## config.mk

```make
export PLATFORM = sky130hd
export DESIGN_NAME = mod8_seq_monitor_flat
export DESIGN_NICKNAME = d
export VERILOG_FILES = /design/src/rtl/mod8_seq_monitor_if.sv /design/src/rtl/mod8_seq_monitor.sv /design/src/flat_wrapper.sv
export SDC_FILE = /design/constraint.sdc
export NUM_CORES = 1
export LEC_CHECK = 0
export CORE_MARGIN = 5
export CORE_UTILIZATION = 40
export DETAILED_ROUTE_END_ITERATION = 6
export GPL_ROUTABILITY_DRIVEN = 1
export PLACE_DENSITY = 0.66
export SLEW_MARGIN = 30
export SYNTH_ARGS = -nofsm -noshare
export SYNTH_HDL_FRONTEND = slang
export SYNTH_SLANG_ARGS = --single-unit
```

## constraint.sdc

```tcl
create_clock -name clk -period 2.7 [get_ports clk]
set_input_delay 0.54 -clock clk [delete_from_list [all_inputs] [get_ports clk]]
set_output_delay 0.54 -clock clk [all_outputs]
set_load 0.05 [all_outputs]
```

## src/rtl/mod8_seq_monitor_if.sv

```systemverilog
// Bundle between a mod-8 counter source (master) and mod8_seq_monitor (slave).
// err_exp/err_got exist only when MOD8_MON_ERRCAP_EN is defined.
interface mod8_seq_monitor_if #(
    parameter int WRAP_W = 8,
    parameter int ERR_W  = 4
);
    logic [2:0]        count_in;
    logic              valid;
    logic              clr;
    logic              wrap_pulse;
    logic [WRAP_W-1:0] wrap_cnt;
    logic [ERR_W-1:0]  err_cnt;
    logic              fault;
    logic              locked;
`ifdef MOD8_MON_ERRCAP_EN
    logic [2:0]        err_exp;
    logic [2:0]        err_got;

    modport master (
        output count_in, valid, clr,
        input  wrap_pulse, wrap_cnt, err_cnt, fault, locked, err_exp, err_got
    );

    modport slave (
        input  count_in, valid, clr,
        output wrap_pulse, wrap_cnt, err_cnt, fault, locked, err_exp, err_got
    );
`else
    modport master (
        output count_in, valid, clr,
        input  wrap_pulse, wrap_cnt, err_cnt, fault, locked
    );

    modport slave (
        input  count_in, valid, clr,
        output wrap_pulse, wrap_cnt, err_cnt, fault, locked
    );
`endif
endinterface

```

## src/rtl/mod8_seq_monitor.sv

```systemverilog
// Checks that qualified samples of a mod-8 count advance by one, counts wraps and errors.
// Optional error capture (err_exp/err_got) is enabled by defining MOD8_MON_ERRCAP_EN.
module mod8_seq_monitor #(
    parameter int WRAP_W     = 8,
    parameter int ERR_W      = 4,
    parameter int ERR_LIMIT  = 3,
    parameter int ALLOW_HOLD = 1
) (
    input  logic                clk,
    input  logic                rst,
    mod8_seq_monitor_if.slave   mon
);

    typedef enum logic [1:0] {
        ST_SYNC  = 2'd0,
        ST_TRACK = 2'd1,
        ST_FAULT = 2'd2
    } state_e;

    localparam logic [ERR_W:0] ERR_LIMIT_C = (ERR_W+1)'(ERR_LIMIT);

    function automatic logic [WRAP_W-1:0] wrap_sat_inc(input logic [WRAP_W-1:0] v);
        return (v == {WRAP_W{1'b1}}) ? v : v + WRAP_W'(1);
    endfunction

    function automatic logic [ERR_W-1:0] err_sat_inc(input logic [ERR_W-1:0] v);
        return (v == {ERR_W{1'b1}}) ? v : v + ERR_W'(1);
    endfunction

    state_e            state_q, state_d;
    logic [2:0]        prev_q, prev_d;
    logic [WRAP_W-1:0] wrap_cnt_q, wrap_cnt_d;
    logic [ERR_W-1:0]  err_cnt_q, err_cnt_d;
    logic              wrap_pulse_q, wrap_pulse_d;
    logic              fault_q, fault_d;
    logic              locked_q, locked_d;
`ifdef MOD8_MON_ERRCAP_EN
    logic [2:0]        err_exp_q, err_exp_d;
    logic [2:0]        err_got_q, err_got_d;
`endif

    logic [2:0]        exp_s;
    logic [ERR_W:0]    err_next_s;
    logic              is_adv_s;
    logic              is_hold_s;
    logic              err_reach_s;

    // Next-state, counter and output decode for the tracking FSM
    always_comb begin
        state_d      = state_q;
        prev_d       = prev_q;
        wrap_cnt_d   = wrap_cnt_q;
        err_cnt_d    = err_cnt_q;
        wrap_pulse_d = 1'b0;
`ifdef MOD8_MON_ERRCAP_EN
        err_exp_d    = err_exp_q;
        err_got_d    = err_got_q;
`endif
        exp_s        = prev_q + 3'd1;
        is_adv_s     = (mon.count_in == exp_s);
        is_hold_s    = (ALLOW_HOLD != 0) && (mon.count_in == prev_q);
        // Unsaturated next error count, so the limit test sees err_cnt+1 even at saturation
        err_next_s   = {1'b0, err_cnt_q} + (ERR_W+1)'(1);
        err_reach_s  = (err_next_s >= ERR_LIMIT_C);

        if (mon.clr) begin
            state_d    = ST_SYNC;
            prev_d     = 3'd0;
            wrap_cnt_d = '0;
            err_cnt_d  = '0;
`ifdef MOD8_MON_ERRCAP_EN
            err_exp_d  = 3'd0;
            err_got_d  = 3'd0;
`endif
        end else if (mon.valid) begin
            case (state_q)
                ST_SYNC: begin
                    prev_d  = mon.count_in;
                    state_d = ST_TRACK;
                end
                ST_TRACK: begin
                    prev_d = mon.count_in;
                    if (is_adv_s) begin
                        if (prev_q == 3'd7) begin
                            wrap_pulse_d = 1'b1;
                            wrap_cnt_d   = wrap_sat_inc(wrap_cnt_q);
                        end else begin
                            wrap_cnt_d   = wrap_cnt_q;
                        end
                    end else if (is_hold_s) begin
                        err_cnt_d = err_cnt_q;
                    end else begin
                        err_cnt_d = err_sat_inc(err_cnt_q);
`ifdef MOD8_MON_ERRCAP_EN
                        err_exp_d = exp_s;
                        err_got_d = mon.count_in;
`endif
                        if (err_reach_s) begin
                            state_d = ST_FAULT;
                        end else begin
                            state_d = ST_TRACK;
                        end
                    end
                end
                ST_FAULT: begin
                    state_d = ST_FAULT;
                end
                default: begin
                    state_d = ST_SYNC;
                    prev_d  = 3'd0;
                end
            endcase
        end else begin
            state_d = state_q;
        end

        locked_d = (state_d == ST_TRACK);
        fault_d  = (state_d == ST_FAULT);
    end

    // State, counters and registered outputs; reset is synchronous and overrides clr/valid
    always_ff @(posedge clk) begin
        if (!rst) begin
            state_q      <= ST_SYNC;
            prev_q       <= 3'd0;
            wrap_cnt_q   <= '0;
            err_cnt_q    <= '0;
            wrap_pulse_q <= 1'b0;
            fault_q      <= 1'b0;
            locked_q     <= 1'b0;
`ifdef MOD8_MON_ERRCAP_EN
            err_exp_q    <= 3'd0;
            err_got_q    <= 3'd0;
`endif
        end else begin
            state_q      <= state_d;
            prev_q       <= prev_d;
            wrap_cnt_q   <= wrap_cnt_d;
            err_cnt_q    <= err_cnt_d;
            wrap_pulse_q <= wrap_pulse_d;
            fault_q      <= fault_d;
            locked_q     <= locked_d;
`ifdef MOD8_MON_ERRCAP_EN
            err_exp_q    <= err_exp_d;
            err_got_q    <= err_got_d;
`endif
        end
    end

    assign mon.wrap_pulse = wrap_pulse_q;
    assign mon.wrap_cnt   = wrap_cnt_q;
    assign mon.err_cnt    = err_cnt_q;
    assign mon.fault      = fault_q;
    assign mon.locked     = locked_q;
`ifdef MOD8_MON_ERRCAP_EN
    assign mon.err_exp    = err_exp_q;
    assign mon.err_got    = err_got_q;
`endif

endmodule

```

## src/flat_wrapper.sv

```systemverilog
// flat-port wrapper written by rule: the top's interface ports become plain ports
module mod8_seq_monitor_flat 
#(
    parameter int WRAP_W     = 8,
    parameter int ERR_W      = 4,
    parameter int ERR_LIMIT  = 3,
    parameter int ALLOW_HOLD = 1
)
  (clk, rst, mon_count_in, mon_valid, mon_clr, mon_wrap_pulse, mon_wrap_cnt, mon_err_cnt, mon_fault, mon_locked);
  mod8_seq_monitor_if #(.WRAP_W(WRAP_W), .ERR_W(ERR_W)) mon_i ();
  input  logic clk;
  input  logic rst;
  input wire logic [$bits(mon_i.count_in)-1:0] mon_count_in;
  input wire logic [$bits(mon_i.valid)-1:0] mon_valid;
  input wire logic [$bits(mon_i.clr)-1:0] mon_clr;
  output wire logic [$bits(mon_i.wrap_pulse)-1:0] mon_wrap_pulse;
  output wire logic [$bits(mon_i.wrap_cnt)-1:0] mon_wrap_cnt;
  output wire logic [$bits(mon_i.err_cnt)-1:0] mon_err_cnt;
  output wire logic [$bits(mon_i.fault)-1:0] mon_fault;
  output wire logic [$bits(mon_i.locked)-1:0] mon_locked;
  assign mon_i.count_in = mon_count_in;
  assign mon_i.valid = mon_valid;
  assign mon_i.clr = mon_clr;
  assign mon_wrap_pulse = mon_i.wrap_pulse;
  assign mon_wrap_cnt = mon_i.wrap_cnt;
  assign mon_err_cnt = mon_i.err_cnt;
  assign mon_fault = mon_i.fault;
  assign mon_locked = mon_i.locked;
  mod8_seq_monitor #(.WRAP_W(WRAP_W), .ERR_W(ERR_W), .ERR_LIMIT(ERR_LIMIT), .ALLOW_HOLD(ALLOW_HOLD)) u_core (.clk(clk), .rst(rst), .mon(mon_i));
endmodule
```

**Word-level counts from Yosys, hierarchy flattened**

Cells that the tools add are included.

- Add/subtract/negate cells: 4
- Magnitude comparators: 1
- Eq/ne operators: 9
- Muxes and demuxes: 8
- Bitwise operators: 8
- Reductions and logical operators: 7

Operators by type and width:

| operator | number |
|---|---|
| $mux 2 | 5 |
| $reduce_and 5->1 | 2 |
| $add 8x1->8 const B | 1 |
| $eq 8x8->1 const B | 1 |
| $not 1->1 | 8 |
| $eq 3x3->1 | 2 |
| $pmux 2 s3 | 1 |
| $pmux 3 s2 | 1 |
| $add 4x1->5 const B | 1 |
| $ge 5x2->1 const B | 1 |
| $reduce_or 5->1 | 1 |
| $add 4x1->4 const B | 1 |
| $eq 2x1->1 const B | 2 |
| $eq 2x2->1 const B | 2 |
| $eq 4x4->1 const B | 1 |
| $reduce_or 2->1 | 2 |
| $add 3x1->3 const B | 1 |
| $eq 3x3->1 const B | 1 |
| $logic_not 2->1 | 1 |
| $reduce_and 2->1 | 1 |
| $mux 1 | 1 |

- Register bits after elaboration: 20
- Input bits: 7
- Output and inout bits: 15
- Logic and storage cells: 44

**Longest topological paths before layout**

- Depth after elaboration: 9
- Gate-level depth with buffers: 8
- Mapped depth without buffers: 7

**Least setup slack after synthesis**

OpenSTA, ideal clock, no wires.

- Path kind: register to register
- Start point: register u_core.prev_q[0]
- End point: register u_core.wrap_cnt_q[5] (netlist: u_core.mon.wrap_cnt[5])
- Arrival: 1.731 ns
- Required time: 2.572 ns
- Setup slack: 0.842 ns
- Stages on the path, launching flop included: 8
- Period minus slack after synthesis: 1.858 ns
- Cell sequence: dfxtp_1 ha_1 ha_1 xnor2_1 nand4_2 nor4b_1 xnor2_1 nor2_1

- Longest elaborated chain between the ends: 3
- Elaborated cells on any way between the ends: 4
- Those cells by class: 1 x add/sub; 2 x eq/ne; 1 x reduce/logical

RTL lines:

| element | RTL line | source |
|---|---|---|
| from (decl) | mod8_seq_monitor.sv:31 | `logic [2:0] prev_q, prev_d;` |
| from (signal assigned) | mod8_seq_monitor.sv:137 | `prev_q <= prev_d;` |
| $add 3x1->3 | mod8_seq_monitor.sv:59 | `exp_s = prev_q + 3'd1;` |
| $eq 3x3->1 | mod8_seq_monitor.sv:60 | `is_adv_s = (mon.count_in == exp_s);` |
| $reduce_and 5->1 (no line) * | n/a |  |
| to (signal assigned) | mod8_seq_monitor.sv:138 | `wrap_cnt_q <= wrap_cnt_d;` |
| to (decl) | mod8_seq_monitor.sv:32 | `logic [WRAP_W-1:0] wrap_cnt_q, wrap_cnt_d;` |

Every way passes the cells marked *; elsewhere a longest branch is shown, timed or not.
A chain may end at the register's enable or synchronous reset.

**Final worst setup path**

- Start point: register u_core.err_cnt_q[0] (netlist: u_core.mon.err_cnt[0])
- End point: output mon_err_cnt[0]

RTL lines:

| element | RTL line | source |
|---|---|---|
| from (decl) | mod8_seq_monitor.sv:33 | `logic [ERR_W-1:0] err_cnt_q, err_cnt_d;` |
| from (signal assigned) | mod8_seq_monitor.sv:139 | `err_cnt_q <= err_cnt_d;` |
| to (decl) | flat_wrapper.sv:18 | `output wire logic [$bits(mon_i.err_cnt)-1:0] mon_err_cnt;` |

No word-level cell between the ends.

==> results by group <==
Layout
  – Final #Nets: 150
  – Layout cells sized above 1: 0.0511
  – Commonest non-fill, non-tap cell in the layout: clkdlybuf4s50_1
  – Final design utilization: 0.522
  – # diodes: 0
  – Commonest non-fill, non-tap cells in the layout: 21 x clkdlybuf4s50_1, 20 x dfxtp_1, 17 x nor2_1
  – Area Overhead vs Synth: 26.4%
  – Cell area after layout: roughly 0.0013 mm²

Power
  – Power Density: 410 mW/mm²
  – Maximum vdd drop: 248 µV
  – Leak Pwr: roughly 0.46 nW
  – Overall power: 0.000520 W

GRT
  – Initial antenna violation count: 0
  – Grt ovf: 0
  – First-pass GRT wire length: 3540 µm
  – Largest net degree at the start of global routing: 17
  – Vias in the first global route: roughly 820
  – GR Util All Layers: 0.130

Floorplan
  – Core Region: 0.00243 mm²
  – DIE WIDTH: 60.1 µm
  – Die footprint: 0.00361 mm²
  – Die Y: 60.1 µm
  – Num rows: 18
  – Starting Density: 0.413
  – I/O pins: 22

Detailed routing
  – WL final: 2000 µm
  – Initial DRC count: 25
  – WL/cell: 12.0 µm
  – Vias per cell: 5.02
  – Via count: 838
  – 1st-pass router iterations: 4
  – DRC Markers: 0
  – Antenna viol nets, final: 0

Critical path
  – Critical path class: register to output pin
  – Crit path cell chain: clkdlybuf4s50_1
  – Nature of the critical path startpoint: register
  – CP delay by family, top: buffers and inverters
  – Critical Path Start: u_core.mon.err_cnt[0]
  – Worst setup EP type: output pin
  – WP buf/inv: 1
  – CP required: 2.16 ns
  – CP peak stage delay: 0.84 ns
  – Worst r2r src: u_core.prev_q[0]
  – Crit-path slowest cell: clkdlybuf4s50_1
  – Max FO, Critical Path: 7
  – Arr. time, crit path: 1.59 ns

Synth
  – Warnings, synthesis: 0
  – Syn Inst Count: 115
  – Post-synth EDFFs: 0
  – Dominant synthesized flop cell: dfxtp_1
  – Register area share after synthesis: 0.399
  – Avg Cell Area, Syn: roughly 8.7 µm²
  – Asr flop ratio synth: 0
  – Post-Syn Area: 0.00100 mm²
  – FF+latch count, synth: 20
  – Yosys cell types: 32
  – Synthesized net count: around 130

STA
  – # setup viols final: 0
  – Tcrit/Tclk final: 0.788
  – Clock skew: 0.00664 ns
  – Max Slew Vio Count: 0
  – Final min period: between 2 and 2.5 ns
  – RSZ-0062 raised after global routing: false
  – Final hold vios: 0
  – Max_slew headroom: 0.594
  – Max Clock Freq: 470 MHz
  – Setup TNS: 0 ns
  – Worst-margin pin slew: about 0.6 ns
  – Worst hold slack: 0.525 ns

Hold path
  – Min-Delay Path Class: register to register
  – Startpoint of the worst hold path: u_core.mon.err_cnt[3]

Clocking
  – Reg clk slew, reported paths: around 0.11 ns
  – Worst skew pair latency: ~0.30 ns
  – Setup Buffers After CTS: 0
  – Post-CTS sizing: 0
  – Max H-tree Level: 1
  – Root Buffer: clkbuf_4
  – CTS Hold Bufs: 0
  – Clock Sinks: 20
  – CTS buffer count: 3
  – CTS tree: built
  – Maximum clock path buffer count: 2

Placed design
  – Number of I/O port buffers: 21
  – Post-DP Area: roughly 0.0012 mm²
  – RD Place Congestion: 0.708
  – Final HPWL DP: 1520 µm

Flow run
  – # Max-Cap Violations: 0

Outcome
  – Status: finished, final reports clean
metrics by stage:
stage / setup WS, ns / std cells
CTS: 0.544 / 167
detailed placement: 0.401 / 163
finish: 0.572 / 167
floorplan: 0.842 / 115
global route: 0.484 / 167
global placement: 0.422 / 163
synthesized netlist by cell type, drive strengths merged, types with 3 or more instances:
cell	n	share of area
xor2	3	0.026
nand3	5	0.025
ha	5	0.062
xnor2	8	0.070
o21ai	5	0.025
dfxtp	20	0.40
a22oi	3	0.022
nand2	9	0.034
nor2b	3	0.019
nor2	17	0.064
nor3	4	0.020
nand4	3	0.025
a21oi	6	0.030
worst register-to-register path: stages, from the launching register on:
cell and delay, ns:
dfxtp_1 0.35, ha_1 0.21, ha_1 0.30, xnor2_1 0.22
nand4_2 0.24, nor4b_1 0.37, xnor2_1 0.16, nor2_1 0.05
cell type report:
cell class	count	area, µm²
multi-input combinational	90	577
clock buffer	4	36.3
timing repair buffer	21	210
inverter	2	7.51
tap	30	37.5
sequential	20	400
fill	245	1160
per-layer routing:
| metal | vias up | GRT usage | share of wire |
|---|---|---|---|
| li1 | 450 | - | - |
| met1 | 368 | 0.149 | 0.46 |
| met2 | 15 | 0.225 | 0.49 |
| met3 | 5 | 0.0281 | 0.032 |
| met4 | 0 | 0.0665 | 0.021 |
| met5 | - | 0 | 0 |
logic make-up after synthesis:
logic type      synth area share
simple gates               0.276
flops                      0.399
compound gates             0.121
xor+xnor                  0.0960
buf+inv                   0.0262
fa+ha+maj                 0.0623
mux                       0.0200
power by group:
part	leakage (nW)	total, W	switching, W	internal, W
combinational	0.277	0.0000446	0.0000240	0.0000206
clock	0.0210	0.000174	0.0000917	0.0000822
sequential	0.162	0.000301	0.00000294	0.000298
worst paths after layout:
| check | endpoint | slack [ns] | depth (start not counted) |
|---|---|---|---|
| min | u_core.mon.err_cnt[3] | 0.52 | 2 |
| min reg2reg | u_core.mon.err_cnt[3] | 0.52 | 2 |
| max reg2reg | u_core.mon.wrap_cnt[5] | 0.68 | 7 |
| max | mon_err_cnt[0] | 0.57 | 1 |
registers in the layout, indices dropped and copies added, names as in the netlist:
name                   cells
u_core.mon.fault           1
u_core.mon.locked          1
u_core.prev_q              3
u_core.mon.wrap_pulse      1
u_core.state_q             2
u_core.mon.wrap_cnt        8
u_core.mon.err_cnt         4
Note: power is estimated with default switching activity, not from simulation.
